File: src/rtl/serial_mult_pkg.sv
// serial_mult_pkg
// Shared definitions for the bit-serial shift-and-add multiplier:
//   state_e        controller states (IDLE, ADD, DONE)
//   WIDTH_DEFAULT  default operand width
//   latency(w)     cycles spent in ADD for a w x w product (2*w*w)
package serial_mult_pkg;

  typedef enum logic [1:0] {
    IDLE = 2'd0,
    ADD  = 2'd1,
    DONE = 2'd2
  } state_e;

  localparam int WIDTH_DEFAULT = 4;

  // Every pass walks all 2*w accumulator bits, and there is one pass per
  // multiplier bit, so the ADD phase length does not depend on the data.
  function automatic int latency(input int w);
    return 2 * w * w;
  endfunction

endpackage

File: src/rtl/fa_cell.sv
// fa_cell
// Combinational one-bit full adder. This is the only arithmetic element of
// the serial multiplier; the sequencer time-shares it across all bit steps.
// Ports:
//   a, b  in   addend bits
//   cin   in   carry in
//   s     out  sum bit
//   cout  out  carry out
module fa_cell (
  input  logic a,
  input  logic b,
  input  logic cin,
  output logic s,
  output logic cout
);

  assign s    = a ^ b ^ cin;
  assign cout = (a & b) | (cin & (a ^ b));

endmodule

File: src/rtl/serial_mult_seq.sv
// serial_mult_seq
// Unsigned WIDTH x WIDTH bit-serial multiplier. For each multiplier bit i the
// accumulator is streamed through one full adder, bit j per cycle, together
// with the multiplicand bit a[j-i] gated by b[i]; the carry lives in a flop.
// Ports:
//   clk      in   rising-edge clock
//   rst_n    in   asynchronous active-low reset
//   start    in   request, sampled only in IDLE
//   abort    in   synchronous cancel while busy
//   a, b     in   multiplicand / multiplier (unsigned, WIDTH bits)
//   busy     out  high in ADD and DONE
//   done     out  one-cycle completion pulse
//   product  out  registered 2*WIDTH result, held until next completion
module serial_mult_seq
  import serial_mult_pkg::*;
#(
  parameter int WIDTH = WIDTH_DEFAULT
) (
  input  logic                 clk,
  input  logic                 rst_n,
  input  logic                 start,
  input  logic                 abort,
  input  logic [WIDTH-1:0]     a,
  input  logic [WIDTH-1:0]     b,
  output logic                 busy,
  output logic                 done,
  output logic [2*WIDTH-1:0]   product
);

  localparam int PW = 2 * WIDTH;
  localparam int IW = $clog2(WIDTH);
  localparam int JW = $clog2(PW);

  state_e          state_q, state_d;
  logic [WIDTH-1:0] a_q, a_d, b_q, b_d;
  logic [PW-1:0]   acc_q, acc_d, product_q, product_d;
  logic            carry_q, carry_d;
  logic [IW-1:0]   i_q, i_d;
  logic [JW-1:0]   j_q, j_d;

  logic [JW-1:0]   i_ext, rel;
  logic            in_window, a_bit, b_bit, acc_bit, addend;
  logic            fa_s, fa_cout;
  logic            j_last, i_last;

  // Bit-step operand selection. rel = j - i is the multiplicand bit that
  // lines up with accumulator bit j in pass i; outside the window the
  // shifted multiplicand contributes zero and only the carry ripples.
  always_comb begin
    i_ext     = JW'(i_q);
    rel       = j_q - i_ext;
    in_window = (j_q >= i_ext) && (rel < JW'(WIDTH));
    a_bit     = 1'b0;
    b_bit     = 1'b0;
    acc_bit   = 1'b0;
    for (int k = 0; k < WIDTH; k++) begin
      if (rel == JW'(k)) a_bit = a_q[k];
      if (i_q == IW'(k)) b_bit = b_q[k];
    end
    for (int k = 0; k < PW; k++) begin
      if (j_q == JW'(k)) acc_bit = acc_q[k];
    end
    addend = in_window & b_bit & a_bit;
    j_last = (j_q == JW'(PW - 1));
    i_last = (i_q == IW'(WIDTH - 1));
  end

  fa_cell u_fa (
    .a    (acc_bit),
    .b    (addend),
    .cin  (carry_q),
    .s    (fa_s),
    .cout (fa_cout)
  );

  // State and datapath registers
  always_ff @(posedge clk or negedge rst_n) begin
    if (!rst_n) begin
      state_q   <= IDLE;
      a_q       <= '0;
      b_q       <= '0;
      acc_q     <= '0;
      product_q <= '0;
      carry_q   <= 1'b0;
      i_q       <= '0;
      j_q       <= '0;
    end else begin
      state_q   <= state_d;
      a_q       <= a_d;
      b_q       <= b_d;
      acc_q     <= acc_d;
      product_q <= product_d;
      carry_q   <= carry_d;
      i_q       <= i_d;
      j_q       <= j_d;
    end
  end

  // Next-state logic
  always_comb begin
    state_d   = state_q;
    a_d       = a_q;
    b_d       = b_q;
    acc_d     = acc_q;
    product_d = product_q;
    carry_d   = carry_q;
    i_d       = i_q;
    j_d       = j_q;
    case (state_q)
      IDLE: begin
        if (start) begin
          a_d     = a;
          b_d     = b;
          acc_d   = '0;
          carry_d = 1'b0;
          i_d     = '0;
          j_d     = '0;
          state_d = ADD;
        end
      end
      ADD: begin
        if (abort) begin
          state_d = IDLE;
        end else begin
          for (int k = 0; k < PW; k++) begin
            if (j_q == JW'(k)) acc_d[k] = fa_s;
          end
          if (j_last) begin
            // Carry out of the top bit is always 0: the product fits in PW bits.
            j_d     = '0;
            carry_d = 1'b0;
            if (i_last) begin
              state_d   = DONE;
              product_d = acc_d;
            end else begin
              i_d = i_q + IW'(1);
            end
          end else begin
            carry_d = fa_cout;
            j_d     = j_q + JW'(1);
          end
        end
      end
      DONE:    state_d = IDLE;
      default: state_d = IDLE;
    endcase
  end

  // Outputs
  always_comb begin
    busy    = (state_q != IDLE);
    done    = (state_q == DONE);
    product = product_q;
  end

endmodule
File: config.mk
export PLATFORM = sky130hd
export DESIGN_NAME = serial_mult_seq
export DESIGN_NICKNAME = d
export VERILOG_FILES = /design/src/rtl/serial_mult_pkg.sv /design/src/rtl/fa_cell.sv /design/src/rtl/serial_mult_seq.sv
export SDC_FILE = /design/constraint.sdc
export NUM_CORES = 1
export LEC_CHECK = 0
export BUFFER_PORTS_ARGS = -buffer_cell sky130_fd_sc_hd__buf_4
export CAP_MARGIN = 20
export CORE_MARGIN = 10
export CORE_UTILIZATION = 57
export CTS_CLUSTER_DIAMETER = 60
export DETAILED_ROUTE_END_ITERATION = 6
export PLACE_DENSITY = 0.79
export SETUP_SLACK_MARGIN = 0.4
export SYNTH_ARGS = -nofsm -noshare
export SYNTH_HDL_FRONTEND = slang
export SYNTH_HIERARCHICAL = 1
export SYNTH_SLANG_ARGS = --single-unit
File: constraint.sdc
create_clock -name clk -period 3.5 [get_ports clk]
set_input_delay 0.175 -clock clk [delete_from_list [all_inputs] [get_ports clk]]
set_output_delay 0.175 -clock clk [all_outputs]
set_load 0.01 [all_outputs]
==> flow_summary.json <==
{
  "hpwl_um": 2830,
  "setup_violations": 0,
  "clk_pin_slew_ps": 90,
  "htree_levels": 2,
  "fp.dieH_um": 76.3,
  "slowest_stage": "fa_2",
  "reg2regPathDepth": 8,
  "nNetsFinal": 218,
  "grt_pass1_vias": 1402,
  "globalplace.congestion": 0.848,
  "fp.dieW_um": 76.3,
  "hold_slack_ps": 56.3,
  "synth_top_area_cell": "dfrtp_1",
  "crit_arrival_ps": 3160,
  "ys_async_sr_fraction": 1.00,
  "avgSynthCellArea_um2": 10.7,
  "power_leakage_nw": 0.978,
  "seq_area_um2": 801,
  "routed_wl_um": 3790,
  "drive_gt1_frac": 0.266,
  "crit_path_end_kind": "flop",
  "grt_max_degree": 33,
  "syn-num-nets": 195,
  "synth_seq_area_share": 0.444,
  "syn_to_final_growth_pct": 14.2,
  "cts_root_buf": "clkbuf_4",
  "yosysWarningCount": 6,
  "num_vias": 1316,
  "start_util": 0.591,
  "ios": 22,
  "hold_depth": 2,
  "cts_setup_buffers": 0,
  "fin_crit_ps": 2930,
  "instances_no_fill": 236,
  "synth.distinct_cells": 39,
  "syn_inst": 169,
  "ys.flop_type": "dfrtp_1",
  "nFillCells": 246,
  "portBuffers": 21,
  "rrSetupSlack_ps": 570,
  "cts_buffer_depth": 2,
  "viasPerCell": 5.58,
  "whs_endpoint": "b_q[3]",
  "dp_cells": 228,
  "grt-ovfl-total": 0,
  "holdCritStartpoint": "b[3]",
  "drt_iter0_markers": 76,
  "worstMarginPinSlew_ps": 509,
  "drc_errors": 0,
  "multi_input_area_um2": 927,
  "cts_tree": "yes",
  "syn_area_um2": 1800,
  "wl_per_cell_um": 16.0,
  "r2r_end": "acc_q[1]",
  "worstPathMaxFanout": 11,
  "hold_violations": 0,
  "cap_violations": 0,
  "grt_pass1_wl_um": 6420,
  "ant_nets": 0,
  "startpoint_type": "flop",
  "powerDensity_nw_per_um2": 458,
  "grt_util_all_layers": 0.136,
  "synth_top_cell_area_share": 0.444,
  "coreArea_um2": 3050,
  "row_count": 20,
  "slew_violations": 0,
  "insertion_delay_ps": 340,
  "status": "finished clean",
  "total_power_w": 0.000944,
  "dr.pass1.iters": 4,
  "ys_top_cells_by_area": "dfrtp_1 (44%), ha_1 (8.3%), mux2_2 (5.6%), o21ai_0 (5.0%), mux2i_1 (4.4%)",
  "crit_chain": "inv_1 > ha_1 > fa_1 > or3_1 > a211oi_2 > fa_2 > and2_1 > a22o_1",
  "die-area_um2": 5820,
  "post-route-period-util": 0.837,
  "worst-setup-path-type": "flop to flop",
  "synth_edf_count": 0,
  "grt_antenna_before_repair": 0,
  "setup_tns_ps": 0,
  "grt_setup_unrepaired": "false",
  "finClkSkew_ps": 5.26,
  "r2r-start": "j_q[0]",
  "ir_drop_mv": 0.215,
  "slew_headroom": 0.661,
  "fmax_mhz": 341,
  "final_util": 0.675,
  "slowest_delay_ps": 570,
  "synth.ff_latch_count": 32,
  "cts.sinks": 32,
  "hp-class": "input pin to flop",
  "worstPathRequired_ps": 3730,
  "cts_made_buffers": 5,
  "diodes": 0
}
## worst max-delay path by stage
stage                     startpoint          to  slack (ps)  depth (start not counted)
after floorplan               j_q[0]  product[7]         810                          8
after global placement        j_q[0]    acc_q[0]         630                          8
after detailed placement      j_q[0]    acc_q[1]         490                          8
after CTS                     j_q[0]    acc_q[1]         470                          8
after global routing          j_q[2]    acc_q[0]         420                          8
final                         j_q[0]    acc_q[1]         570                          8
## metal layers
layer,wire (um),up-vias,global-route usage
met2,1980,30,0.236
met5,0,-,0
met1,1520,634,0.140
li1,-,644,-
met3,196,8,0.0436
met4,85,0,0.0781
## layout by cell type (no fill, tap or decap), drive strengths merged, types with 2 or more instances in the layout
cell type,netlist,layout
ha,12,12
nor2b,4,4
or3,2,2
o22ai,2,2
a21oi,8,8
a22o,5,5
inv,10,10
clkbuf,2,7
and2b,2,2
mux2,9,9
nor3b,4,4
nor2,2,2
buf,5,22
o21ai,20,20
mux2i,8,8
nand2,21,21
dfrtp,32,32
or2,2,2
fa,2,2
and4bb,2,2
## logic make-up after synthesis
kind of cell / after synthesis / share of synthesized area
buffers and inverters: 17 / 0.0465
multiplexers: 18 / 0.113
AND/OR/NAND/NOR: 46 / 0.148
AO/OA/AOI/OAI: 42 / 0.143
flip-flops: 32 / 0.444
adder cells (fa/ha/maj): 14 / 0.105
## area by class of cell
cell class / count / area share
repair buffers: 23 / 0.0850
flip-flops and latches: 32 / 0.389
multi-input cells: 120 / 0.450
inverters: 10 / 0.0182
well taps: 44 / 0.0267
clock buffers: 7 / 0.0316
## cells in the mapped netlist, drive strengths merged, types with 2 or more instances
cell,instances
mux2,9
buf,5
and4bb,2
fa,2
mux2i,8
a22o,5
inv,10
nand2,21
a21oi,8
clkbuf,2
or3,2
nor2b,4
or2,2
dfrtp,32
o21ai,20
nor3b,4
o22ai,2
nor2,2
ha,12
and2b,2
## report_power, final
| group | leakage, nW | internal, W | switching (W) |
|---|---|---|---|
| Combinational | 0.515 | 0.000124 | 0.000145 |
| Clock | 0.0374 | 0.000114 | 0.000122 |
| Sequential | 0.425 | 0.000407 | 0.0000328 |
| Total | 0.978 | 0.000645 | 0.000299 |
## worst max-delay path, delay by kind of cell (launching register included)
| kind | cells | cell delay (ps) |
|---|---|---|
| DFF | 1 | 420 |
| and+or+nand+nor | 2 | 590 |
| buffers and inverters | 1 | 130 |
| adders and majority gates | 3 | 1200 |
| AOI/OAI and AO/OA | 2 | 470 |
## stage by stage
stage	area [um^2]	setup WS (ps)
2_1_floorplan	1800	812
3_3_place_gp	1980	632
3_5_place_dp	1980	485
4_1_cts	2050	469
5_1_grt	2060	419
6_report	2060	571
## flip-flops by register name (all words and copies together), names as in the netlist
signal and flops:
j_q 3, a_q 4, product 8, carry_q 1, acc_q 8, i_q 2, state_q 2, b_q 4
## repair_timing
action,in CTS,in global routing
hold endpoints to repair,32,0
endpoints found under the setup margin,0,6
gates resized for setup,0,2
hold buffers,1,0
Note: power is estimated with default switching activity, not from simulation.
